**config.mk**
```make
export PLATFORM = sky130hd
export DESIGN_NAME = sdram_capture_writer
export DESIGN_NICKNAME = d
export VERILOG_FILES = /design/src/rtl/drfm_pkg.sv /design/src/rtl/capture_fifo.sv /design/src/rtl/sdram_capture_writer.sv
export SDC_FILE = /design/constraint.sdc
export NUM_CORES = 1
export LEC_CHECK = 0
export BUFFER_PORTS_ARGS = -buffer_cell sky130_fd_sc_hd__buf_2
export CAP_MARGIN = 20
export CORE_MARGIN = 4
export CORE_UTILIZATION = 33
export CTS_CLUSTER_SIZE = 20
export DETAILED_ROUTE_END_ITERATION = 8
export PLACE_DENSITY = 0.45
export SLEW_MARGIN = 25
export SYNTH_ARGS = -nofsm -noshare
export SYNTH_HDL_FRONTEND = slang
export SYNTH_HIERARCHICAL = 1
export SYNTH_SLANG_ARGS = --single-unit
```
**constraint.sdc**
```tcl
create_clock -name M100CLK -period 12.97 [get_ports M100CLK]
set_clock_uncertainty 0.1 [all_clocks]
set_input_delay 0.6485 -clock M100CLK [delete_from_list [all_inputs] [get_ports M100CLK]]
set_output_delay 0.6485 -clock M100CLK [all_outputs]
set_load 0.01 [all_outputs]
```
**src/rtl/drfm_pkg.sv**
```systemverilog
// Shared types for the SDRAM capture path: FSM states, address width
// and the packed word-FIFO entry.
package drfm_pkg;

    localparam int SDRAM_ADDR_W = 25;

    typedef enum logic [1:0] {
        IDLE,
        CAPTURE,
        DRAIN,
        DONE
    } cap_state_e;

    typedef struct packed {
        logic [1:0]  byteenable;
        logic [15:0] data;
    } fifo_entry_t;

endpackage

```
**src/rtl/capture_fifo.sv**
```systemverilog
// Show-ahead synchronous FIFO of packed capture words.
// Writes are accepted when full only if a read frees a slot that cycle.
module capture_fifo
    import drfm_pkg::*;
#(
    parameter int AW = 4
) (
    input  logic        i_clk,
    input  logic        i_rst_n,
    input  logic        i_clr,
    input  logic        i_wr,
    input  fifo_entry_t i_data,
    input  logic        i_rd,
    output fifo_entry_t o_head,
    output logic        o_full,
    output logic        o_empty
);

    fifo_entry_t r_mem [2**AW];
    logic [AW:0] r_wp;
    logic [AW:0] r_rp;
    logic        w_do_rd;
    logic        w_do_wr;

    assign o_empty = (r_wp == r_rp);
    assign o_full  = (r_wp[AW] != r_rp[AW]) &&
                     (r_wp[AW-1:0] == r_rp[AW-1:0]);
    assign w_do_rd = i_rd & ~o_empty;
    assign w_do_wr = i_wr & (~o_full | w_do_rd);
    assign o_head  = r_mem[r_rp[AW-1:0]];

    always_ff @(posedge i_clk) begin
        if (w_do_wr) begin
            r_mem[r_wp[AW-1:0]] <= i_data;
        end
    end

    always_ff @(posedge i_clk or negedge i_rst_n) begin
        if (!i_rst_n) begin
            r_wp <= '0;
            r_rp <= '0;
        end else if (i_clr) begin
            r_wp <= '0;
            r_rp <= '0;
        end else begin
            if (w_do_wr) r_wp <= r_wp + 1'b1;
            if (w_do_rd) r_rp <= r_rp + 1'b1;
        end
    end

endmodule

```
**src/rtl/sdram_capture_writer.sv**
```systemverilog
// Avalon-MM write master packing byte samples into 16-bit SDRAM words.
// Define CAPTURE_WRAP_EN for circular recording until abort.
module sdram_capture_writer
    import drfm_pkg::*;
#(
    parameter int                ADDR_W  = SDRAM_ADDR_W,
    parameter logic [ADDR_W-1:0] CAP_LEN = 25'd1048576,
    parameter int                FIFO_AW = 4
) (
    input  logic              M100CLK,
    input  logic              lock,
    input  logic              arm,
    input  logic              abort,
    input  logic [ADDR_W-1:0] base_addr,
    input  logic [7:0]        sample_in,
    input  logic              sample_valid,
    output logic [ADDR_W-1:0] avm_address,
    output logic [1:0]        avm_byteenable,
    output logic              avm_write,
    output logic [15:0]       avm_writedata,
    input  logic              avm_waitrequest,
    output logic              busy,
    output logic              done,
    output logic              overflow,
    output logic [ADDR_W-1:0] words_written
);

    localparam logic [ADDR_W-1:0] ONE  = ADDR_W'(1);
    localparam logic [ADDR_W-1:0] LAST = CAP_LEN - ONE;

    logic [1:0]        r_sync;
    logic              w_rst_n;
    cap_state_e        r_state;
    logic              r_pend;
    logic [7:0]        r_lo;
    logic              r_push;
    fifo_entry_t       r_push_d;
    logic [ADDR_W-1:0] r_addr;
    logic [ADDR_W-1:0] r_ww;
    logic [1:0]        r_be;
    logic [15:0]       r_data;
    logic              r_wr;
    logic              r_busy;
    logic              r_done;
    logic              r_ovf;
`ifdef CAPTURE_WRAP_EN
    logic [ADDR_W-1:0] r_base;
    logic [ADDR_W-1:0] r_wcnt;
`else
    logic [ADDR_W-1:0] r_push_cnt;
`endif

    fifo_entry_t w_head;
    logic        w_full;
    logic        w_empty;
    logic        w_arm;
    logic        w_xfer;
    logic        w_pop;

    // Reset asserts asynchronously but releases on a clock edge
    always_ff @(posedge M100CLK or negedge lock) begin
        if (!lock) r_sync <= 2'b00;
        else       r_sync <= {r_sync[0], 1'b1};
    end
    assign w_rst_n = r_sync[1];

    assign w_arm  = arm & ((r_state == IDLE) | (r_state == DONE));
    assign w_xfer = r_wr & ~avm_waitrequest;
    assign w_pop  = ~w_empty & (~r_wr | w_xfer);

    capture_fifo #(.AW(FIFO_AW)) u_fifo (
        .i_clk   (M100CLK),
        .i_rst_n (w_rst_n),
        .i_clr   (w_arm),
        .i_wr    (r_push),
        .i_data  (r_push_d),
        .i_rd    (w_pop),
        .o_head  (w_head),
        .o_full  (w_full),
        .o_empty (w_empty)
    );

    always_ff @(posedge M100CLK or negedge w_rst_n) begin
        if (!w_rst_n) begin
            r_state  <= IDLE;
            r_pend   <= 1'b0;
            r_lo     <= '0;
            r_push   <= 1'b0;
            r_push_d <= '0;
            r_addr   <= '0;
            r_ww     <= '0;
            r_be     <= '0;
            r_data   <= '0;
            r_wr     <= 1'b0;
            r_busy   <= 1'b0;
            r_done   <= 1'b0;
            r_ovf    <= 1'b0;
`ifdef CAPTURE_WRAP_EN
            r_base   <= '0;
            r_wcnt   <= '0;
`else
            r_push_cnt <= '0;
`endif
        end else begin
            r_push <= 1'b0;
            if (w_arm) begin
                r_state <= CAPTURE;
                r_busy  <= 1'b1;
                r_done  <= 1'b0;
                r_pend  <= 1'b0;
                r_ovf   <= 1'b0;
                r_ww    <= '0;
                r_addr  <= base_addr;
`ifdef CAPTURE_WRAP_EN
                r_base  <= base_addr;
                r_wcnt  <= '0;
`else
                r_push_cnt <= '0;
`endif
            end else begin
                unique case (r_state)
                    CAPTURE: begin
                        if (abort) begin
                            r_state <= DRAIN;
                            r_pend  <= 1'b0;
                            if (r_pend) begin
                                r_push   <= 1'b1;
                                r_push_d <= {2'b01, 8'h00, r_lo};
                            end
                        end else if (sample_valid) begin
                            if (r_pend) begin
                                r_pend   <= 1'b0;
                                r_push   <= 1'b1;
                                r_push_d <= {2'b11, sample_in, r_lo};
`ifndef CAPTURE_WRAP_EN
                                r_push_cnt <= r_push_cnt + ONE;
                                if (r_push_cnt == LAST) r_state <= DRAIN;
`endif
                            end else begin
                                r_lo   <= sample_in;
                                r_pend <= 1'b1;
                            end
                        end
                    end
                    DRAIN: begin
                        if (!r_push && w_empty && !r_wr) begin
                            r_state <= DONE;
                            r_busy  <= 1'b0;
                            r_done  <= 1'b1;
                        end
                    end
                    default: ;
                endcase

                // A pop in the same cycle frees the slot, so only then is it safe
                if (r_push && w_full && !w_pop) r_ovf <= 1'b1;

                if (w_xfer) begin
`ifdef CAPTURE_WRAP_EN
                    if (r_wcnt == LAST) begin
                        r_wcnt <= '0;
                        r_addr <= r_base;
                    end else begin
                        r_wcnt <= r_wcnt + ONE;
                        r_addr <= r_addr + ONE;
                    end
                    if (r_ww != CAP_LEN) r_ww <= r_ww + ONE;
`else
                    r_addr <= r_addr + ONE;
                    r_ww   <= r_ww + ONE;
`endif
                end

                if (w_pop) begin
                    r_wr   <= 1'b1;
                    r_be   <= w_head.byteenable;
                    r_data <= w_head.data;
                end else if (w_xfer) begin
                    r_wr <= 1'b0;
                end
            end
        end
    end

    assign avm_address    = r_addr;
    assign avm_byteenable = r_be;
    assign avm_write      = r_wr;
    assign avm_writedata  = r_data;
    assign busy           = r_busy;
    assign done           = r_done;
    assign overflow       = r_ovf;
    assign words_written  = r_ww;

endmodule

```
==> Word-level counts from Yosys, hierarchy flattened <==
Memory sizes are Yosys's and may differ from the RTL's. A register that Yosys moved wholly into a read port is not among the register bits.
Index checks and enable logic that the tools add are counted.
{ "op_classes": {"muxes": 46, "n_eq_ne": 12, "bitwise_logic": 15, "reduce_logical": 31, "add_sub_neg": 5} }
{ "op_table": {"columns": ["op", "count"], "rows": [
  ["$mux W25", 9],
  ["$add A25 B1 Y25 const B", 3],
  ["$mux W18", 4],
  ["$eq A25 B20 Y1 const B", 1],
  ["$mux W1", 22],
  ["$reduce_bool A2 Y1", 11],
  ["$mux W5", 4],
  ["$mux W2", 6],
  ["$ne A4 B3 Y1 const B", 3],
  ["$add A5 B1 Y5 const B", 2],
  ["$reduce_and A5 Y1", 2],
  ["$reduce_and A2 Y1", 4],
  ["$reduce_and A4 Y1", 2],
  ["$not A1 Y1", 7],
  ["$reduce_bool A3 Y1", 2],
  ["$and A1 B1 Y1", 5],
  ["$eq A5 B5 Y1", 1],
  ["$logic_and A1 B1 Y1", 5],
  ["$eq A2 B2 Y1 const B", 2],
  ["$eq A4 B4 Y1", 1],
  ["$logic_not A1 Y1", 4],
  ["$pmux W2 S2", 1],
  ["$ne A3 B2 Y1 const B", 1],
  ["$or A1 B1 Y1", 3],
  ["other kinds (4)", 4]
]} }
{ "totals": {"output_inout_bits": 72, "elab_cells": 126, "ramBits": 288, "n_memories": 1, "register_bits": 121} }
{ "mem_list": {"columns": ["memory", "words", "word_bits", "read_ports", "rd_ports_with_merged_regs", "wr", "line_no", "source"], "rows": [
  ["u_fifo.r_mem", 16, 18, 1, 1, 1, "capture_fifo.sv:19", "fifo_entry_t r_mem [2**AW];"]
]} }

==> Longest topological paths before layout <==
{ "logic_depth": {"ltp_word": 9, "depth_mapped": 10} }

==> By module <==
The synthesis kept the hierarchy.
{ "modules_own_cells": {"columns": ["mod", "area_each_um2", "cells_each", "seq_area_each_um2", "instances"], "rows": [
  ["capture_fifo", 11554.8, 481, 8898.5, 1],
  ["sdram_capture_writer", 5960.7, 564, 3228.1, 1]
]} }

==> Worst setup path before layout <==
Ideal clock, no wire load.
{ "synth_timing": {"kind": "reg-to-reg", "from": "reg u_fifo.r_wp[2]", "to": "mem u_fifo/r_mem[11][0] in the netlist's numbering (enable)", "stages_incl_launch_ff": 10, "setup_time_ns": 0.420, "setup_slack_ns": 9.426, "t_required_ns": 12.450, "arrival_time_ns": 3.024, "path_cell_list": "dfrtp_1 buf_2 xor2_1 nor4_4 and2_1 a21o_1 inv_1 nor2_1 a21o_1 nor3b_1"} }
{ "synth_via": {"elab_chain_len": 8, "elab_cells_between_ends": 11, "classes_between": "eq/ne (2); mux (2); bitwise (6); reduce/logical (1)"} }
{ "synth_lines": {"columns": ["element", "line_no", "source"], "rows": [
  ["start: declaration", "capture_fifo.sv:20", "logic [AW:0] r_wp;"],
  ["start signal: assignment", "capture_fifo.sv:46", "if (w_do_wr) r_wp <= r_wp + 1'b1;"],
  ["$eq A5 B5 Y1", "capture_fifo.sv:25", "assign o_empty = (r_wp == r_rp);"],
  ["net w_empty", "sdram_capture_writer.sv:55", "logic w_empty;"],
  ["$not A1 Y1", "sdram_capture_writer.sv:69", "assign w_pop = ~w_empty & (~r_wr | w_xfer);"],
  ["$and A1 B1 Y1", "sdram_capture_writer.sv:69", null],
  ["net w_pop", "sdram_capture_writer.sv:58", "logic w_pop;"],
  ["$and A1 B1 Y1", "capture_fifo.sv:28", "assign w_do_rd = i_rd & ~o_empty;"],
  ["$or A1 B1 Y1", "capture_fifo.sv:29", "assign w_do_wr = i_wr & (~o_full | w_do_rd);"],
  ["$and A1 B1 Y1", "capture_fifo.sv:29", null],
  ["$mux W1", "capture_fifo.sv:33", "if (w_do_wr) begin"],
  ["$mux W1 (implied by the code)", "capture_fifo.sv:34", "r_mem[r_wp[AW-1:0]] <= i_data;"],
  ["end: declaration", "capture_fifo.sv:19", null]
]} }
The timed path passes the listed nets, and every way through them passes these cells.

==> Worst setup path in the final report <==
{ "layout_timing": {"from": "reg u_fifo.r_rp[0]", "to": "mem u_fifo/r_mem[2][12] in the netlist's numbering (enable)"} }
{ "layout_via": {"elab_chain_len": 8, "elab_cells_between_ends": 11, "classes_between": "eq/ne (2); mux (2); bitwise (6); reduce/logical (1)"} }
{ "layout_lines": {"columns": ["element", "line_no", "source"], "rows": [
  ["start: declaration", "capture_fifo.sv:21", "logic [AW:0] r_rp;"],
  ["start signal: assignment", "capture_fifo.sv:47", "if (w_do_rd) r_rp <= r_rp + 1'b1;"],
  ["$eq A5 B5 Y1", "capture_fifo.sv:25", null],
  ["net w_empty", "sdram_capture_writer.sv:55", null],
  ["$not A1 Y1", "sdram_capture_writer.sv:69", null],
  ["$and A1 B1 Y1", "sdram_capture_writer.sv:69", null],
  ["net w_pop", "sdram_capture_writer.sv:58", null],
  ["$and A1 B1 Y1", "capture_fifo.sv:28", null],
  ["$or A1 B1 Y1", "capture_fifo.sv:29", null],
  ["$and A1 B1 Y1", "capture_fifo.sv:29", null],
  ["$mux W1", "capture_fifo.sv:33", null],
  ["$mux W1 (implied by the code)", "capture_fifo.sv:34", null]
]} }
The timed path passes the listed nets, and every way through them passes these cells.

==> summary.md <==
| Metric | Value |
|---|---|
| Status | finished, final reports clean |
| Synth warn | 6 |
| CORE AREA | 52600 µm² |
| DR iter-0 viols | 485 |
| WL final | roughly 46000 µm |
| Count of cell instances traversed by the critical path | 8 |
| Nets@finish | 1227 |
| Reg2Reg Depth | 8 |
| P_sw | 1.04 mW |
| WP data required | 13.08 ns |
| Synth unique cells | 60 |
| Post-Syn Area per Cell | approximately 17 µm² |
| FMAX | 246 MHz |
| Post-synthesis cell count | 1045 |
| Synth Cell Area | 17500 µm² |
| Cell taking the most area after synthesis | edfxtp_1 |
| Most frequent cell after synthesis | edfxtp_1 |
| Max transition margin | 29.5% |
| Filler instances | 4916 |
| Post-synth top cells | edfxtp_1 (288), dfrtp_1 (139), mux4_2 (90) |
| Setup-failing EPs final | 0 |
| Layout cells sized above 1 | between 20% and 30% |
| First-pass GRT wire length | 67600 µm |
| R2R Setup Slk | around 9 ns |
| Die ar. | 56800 µm² |
| Largest net degree at the start of global routing | 72 |
| Yosys reg bits | 427 |
| CP Buf/Inv Count | 1 |
| Clock Latency Late Sink | between 0.5 and 0.6 ns |
| Critical Path, Cell by Cell | xor2_1 > nor4_4 > and2_1 > a21o_1 > inv_1 > nor2_1 > a21boi_2 > and3_1 |
| Clock power frac | 37.0% |
| Initial antenna violation count | 0 |
| Worst Tran Pin Value | 1.06 ns |
| Crit start category | register |
| VDD IR-drop max | 0.104 mV |
| CP max FO | 39 |
| Final hold vios | 0 |
| Area Growth Syn to Fin | 17.0% |
| Logic pwr share | 13.8% |
| Clock buffer depth | 3 |
| DR DRC count | 0 |
| Syn nets | 1095 |
| CP peak stage delay | 0.98 ns |
| Sequential share of the synthesized area | approximately 69% |
| Sequential fraction of design power | 49.2% |
| Final worst path period share | 31.4% |
| Leakage power | 7.48 nW |
| TritonCTS Buffers | 47 |
| Yosys top cell area share | between 40 and 50% |
| CTS tree | yes |
| Clk sinks | approximately 430 |
| GR Overflow Total | 0 |
| Top post-synthesis cells by area | edfxtp_1 (49%), dfrtp_1 (20%), mux4_2 (12%) |
| Int Power | 2.70 mW |
| Clk pin slew, worst setup/hold paths | 0.06 ns |
| WL per Instance | 24.0 µm |
| Number of port buffers | 110 |
| CTS root buf | clkbuf_16 |
| Asr flop ratio synth | 32.6% |
| GRT Total Usage | between 10% and 20% |
| Fin util | 39.0% |
| Dpl hpwl | 29400 µm |
| Dominant synthesized flop cell | edfxtp_1 |
| Hold WS | 0.122 ns |
| Maxcap violations | 0 |
| Critical Path Slowest Stage Cell | and3_1 |
| Ports | 111 |
| Final TNS setup | 0 ns |
| Die width | 238 µm |
| Minimum clock period | 4.07 ns |
| Detail Route Antenna Nets | 0 |
| Via density | between 4 and 5 |
| Rows | 84 |
| Final Max Slew Viols | 0 |
| Worst setup path class | reg2reg |
| RSZ-0062 raised after global routing | false |
| Die H | 238 µm |
| Post-CTS sizing | 0 |
| ANT cells | 0 |
| Number of global-route vias before repair | roughly 9800 |
| GP Congestion | 0.757 |
| Routed via count | 9395 |
| Number of synthesized flops with an enable pin | 288 |
| H-tree levels | 2 |
| Cell family contributing the most delay on the critical path | simple AND/OR/NAND/NOR gates |
| Net Sw Frac | between 20% and 30% |
| Starting density of the core | 33.3% |
| Type of the most critical hold path | reg2async |
| Pwr/cell area | 183 nW/µm² |
| CP Capture Type | register |
| 1st-pass router iterations | 5 |
| Crit path DAT | 4.17 ns |
==> logic make-up after synthesis <==
| group | count (synthesis) | synth area share [%] |
|---|---|---|
| buffers and inverters | 51 | 1.44 |
| AO/OA/AOI/OAI | 62 | 2.44 |
| flip-flops | 427 | 69.2 |
| XOR/XNOR | 82 | 4.10 |
| multiplexers | 120 | 13.5 |
| other | 1 | 0.0214 |
| AND/OR/NAND/NOR | 291 | 8.49 |
| adder cells (fa/ha/maj) | 11 | 0.786 |
==> routing by layer <==
metal  global-route usage (%)  part of all wire [%]  up-vias
li1                         -                     -     4250
met1                     21.8                    44     4929
met2                     27.5                    51      161
met3                     2.65                   3.4       55
met4                     4.29                   2.0        0
met5                        0                     0        -
==> layout make-up <==
cell class | count | area [µm²] | share of cell area, %
Clock inverter | 16 | 245 | 1.20
Multi-Input combinational cell | 567 | 5170 | 25.2
Inverter | 11 | 42.5 | 0.208
Sequential cell | 427 | 12100 | 59.2
Tap cell | 688 | 861 | 4.20
Timing Repair Buffer | 123 | 662 | 3.23
Clock buffer | 70 | 1380 | 6.74
==> power by group through the flow <==
stage	clock network, mW	logic [mW]	registers (mW)
6_report	1.39	0.517	1.84
5_1_grt	1.49	0.570	1.87
4_1_cts	1.44	0.533	1.85
3_5_place_dp	0	0.531	1.88
3_3_place_gp	0	0.527	1.88
2_1_floorplan	0	0.315	1.81
==> worst register-to-register path, stage by stage, from the launching register on <==
cell and delay [ns]:
dfrtp_4 0.94, xor2_1 0.28, nor4_4 0.13, and2_1 0.20, a21o_1 0.20, inv_1 0.15, nor2_1 0.13, a21boi_2 0.59
and3_1 0.98
==> flip-flops by register name, summed over array words and instances, names as in the netlist, 5 cells and up <==
register,count
r_push_d,18
u_fifo/r_rp,5
u_fifo/r_mem,288
avm_address,25
r_lo,8
avm_writedata,16
r_push_cnt,25
words_written,25
u_fifo/r_wp,5
==> per-stage QoR <==
stage / worst slack (ns) / power, mW / cells / instance area [µm²]
2_1_floorplan: 8.71 / 2.12 / 1045 / 17500
3_3_place_gp: 8.88 / 2.40 / 1814 / 18800
3_5_place_dp: 8.82 / 2.41 / 1814 / 18800
4_1_cts: 8.84 / 3.82 / 1901 / 20500
5_1_grt: 8.61 / 3.93 / 1902 / 20500
6_report: 8.90 / 3.75 / 1902 / 20500
==> cells in the final DEF, fill, tap and decap left out, types with 22 or more instances in the layout <==
cell type,netlist,routed
edfxtp_1,288,288
nand2_1,86,86
and3_1,26,25
mux2_2,27,27
nand3_1,28,28
xnor2_1,22,22
nand4_1,23,23
xor2_1,60,60
mux4_2,90,90
clkbuf_16,0,47
dfrtp_1,139,135
buf_2,7,110
nor2_1,78,78
==> timing repair <==
| action | 4_1_cts | 5_1_grt |
|---|---|---|
| setup endpoints to repair | 0 | 0 |
| setup buffers | 0 | 0 |
| hold buffers | 1 | 0 |
| endpoints found under the hold margin | 2 | 0 |
==> worst paths after layout <==
| path | end | from |
|---|---|---|
| worst max-delay path | u_fifo/r_mem[2][12] | u_fifo/r_rp[0] |
| worst min-delay path | avm_writedata[2] | r_sync[1] |
| worst max register to register | u_fifo/r_mem[2][12] | u_fifo/r_rp[0] |
| worst min register to register | avm_writedata[2] | r_sync[1] |
| max in group asynchronous | u_fifo/r_rp[1] | r_sync[1] |
| min in group M100CLK | avm_address[16] | base_addr[16] |
Power figures use the tool's default switching activity.
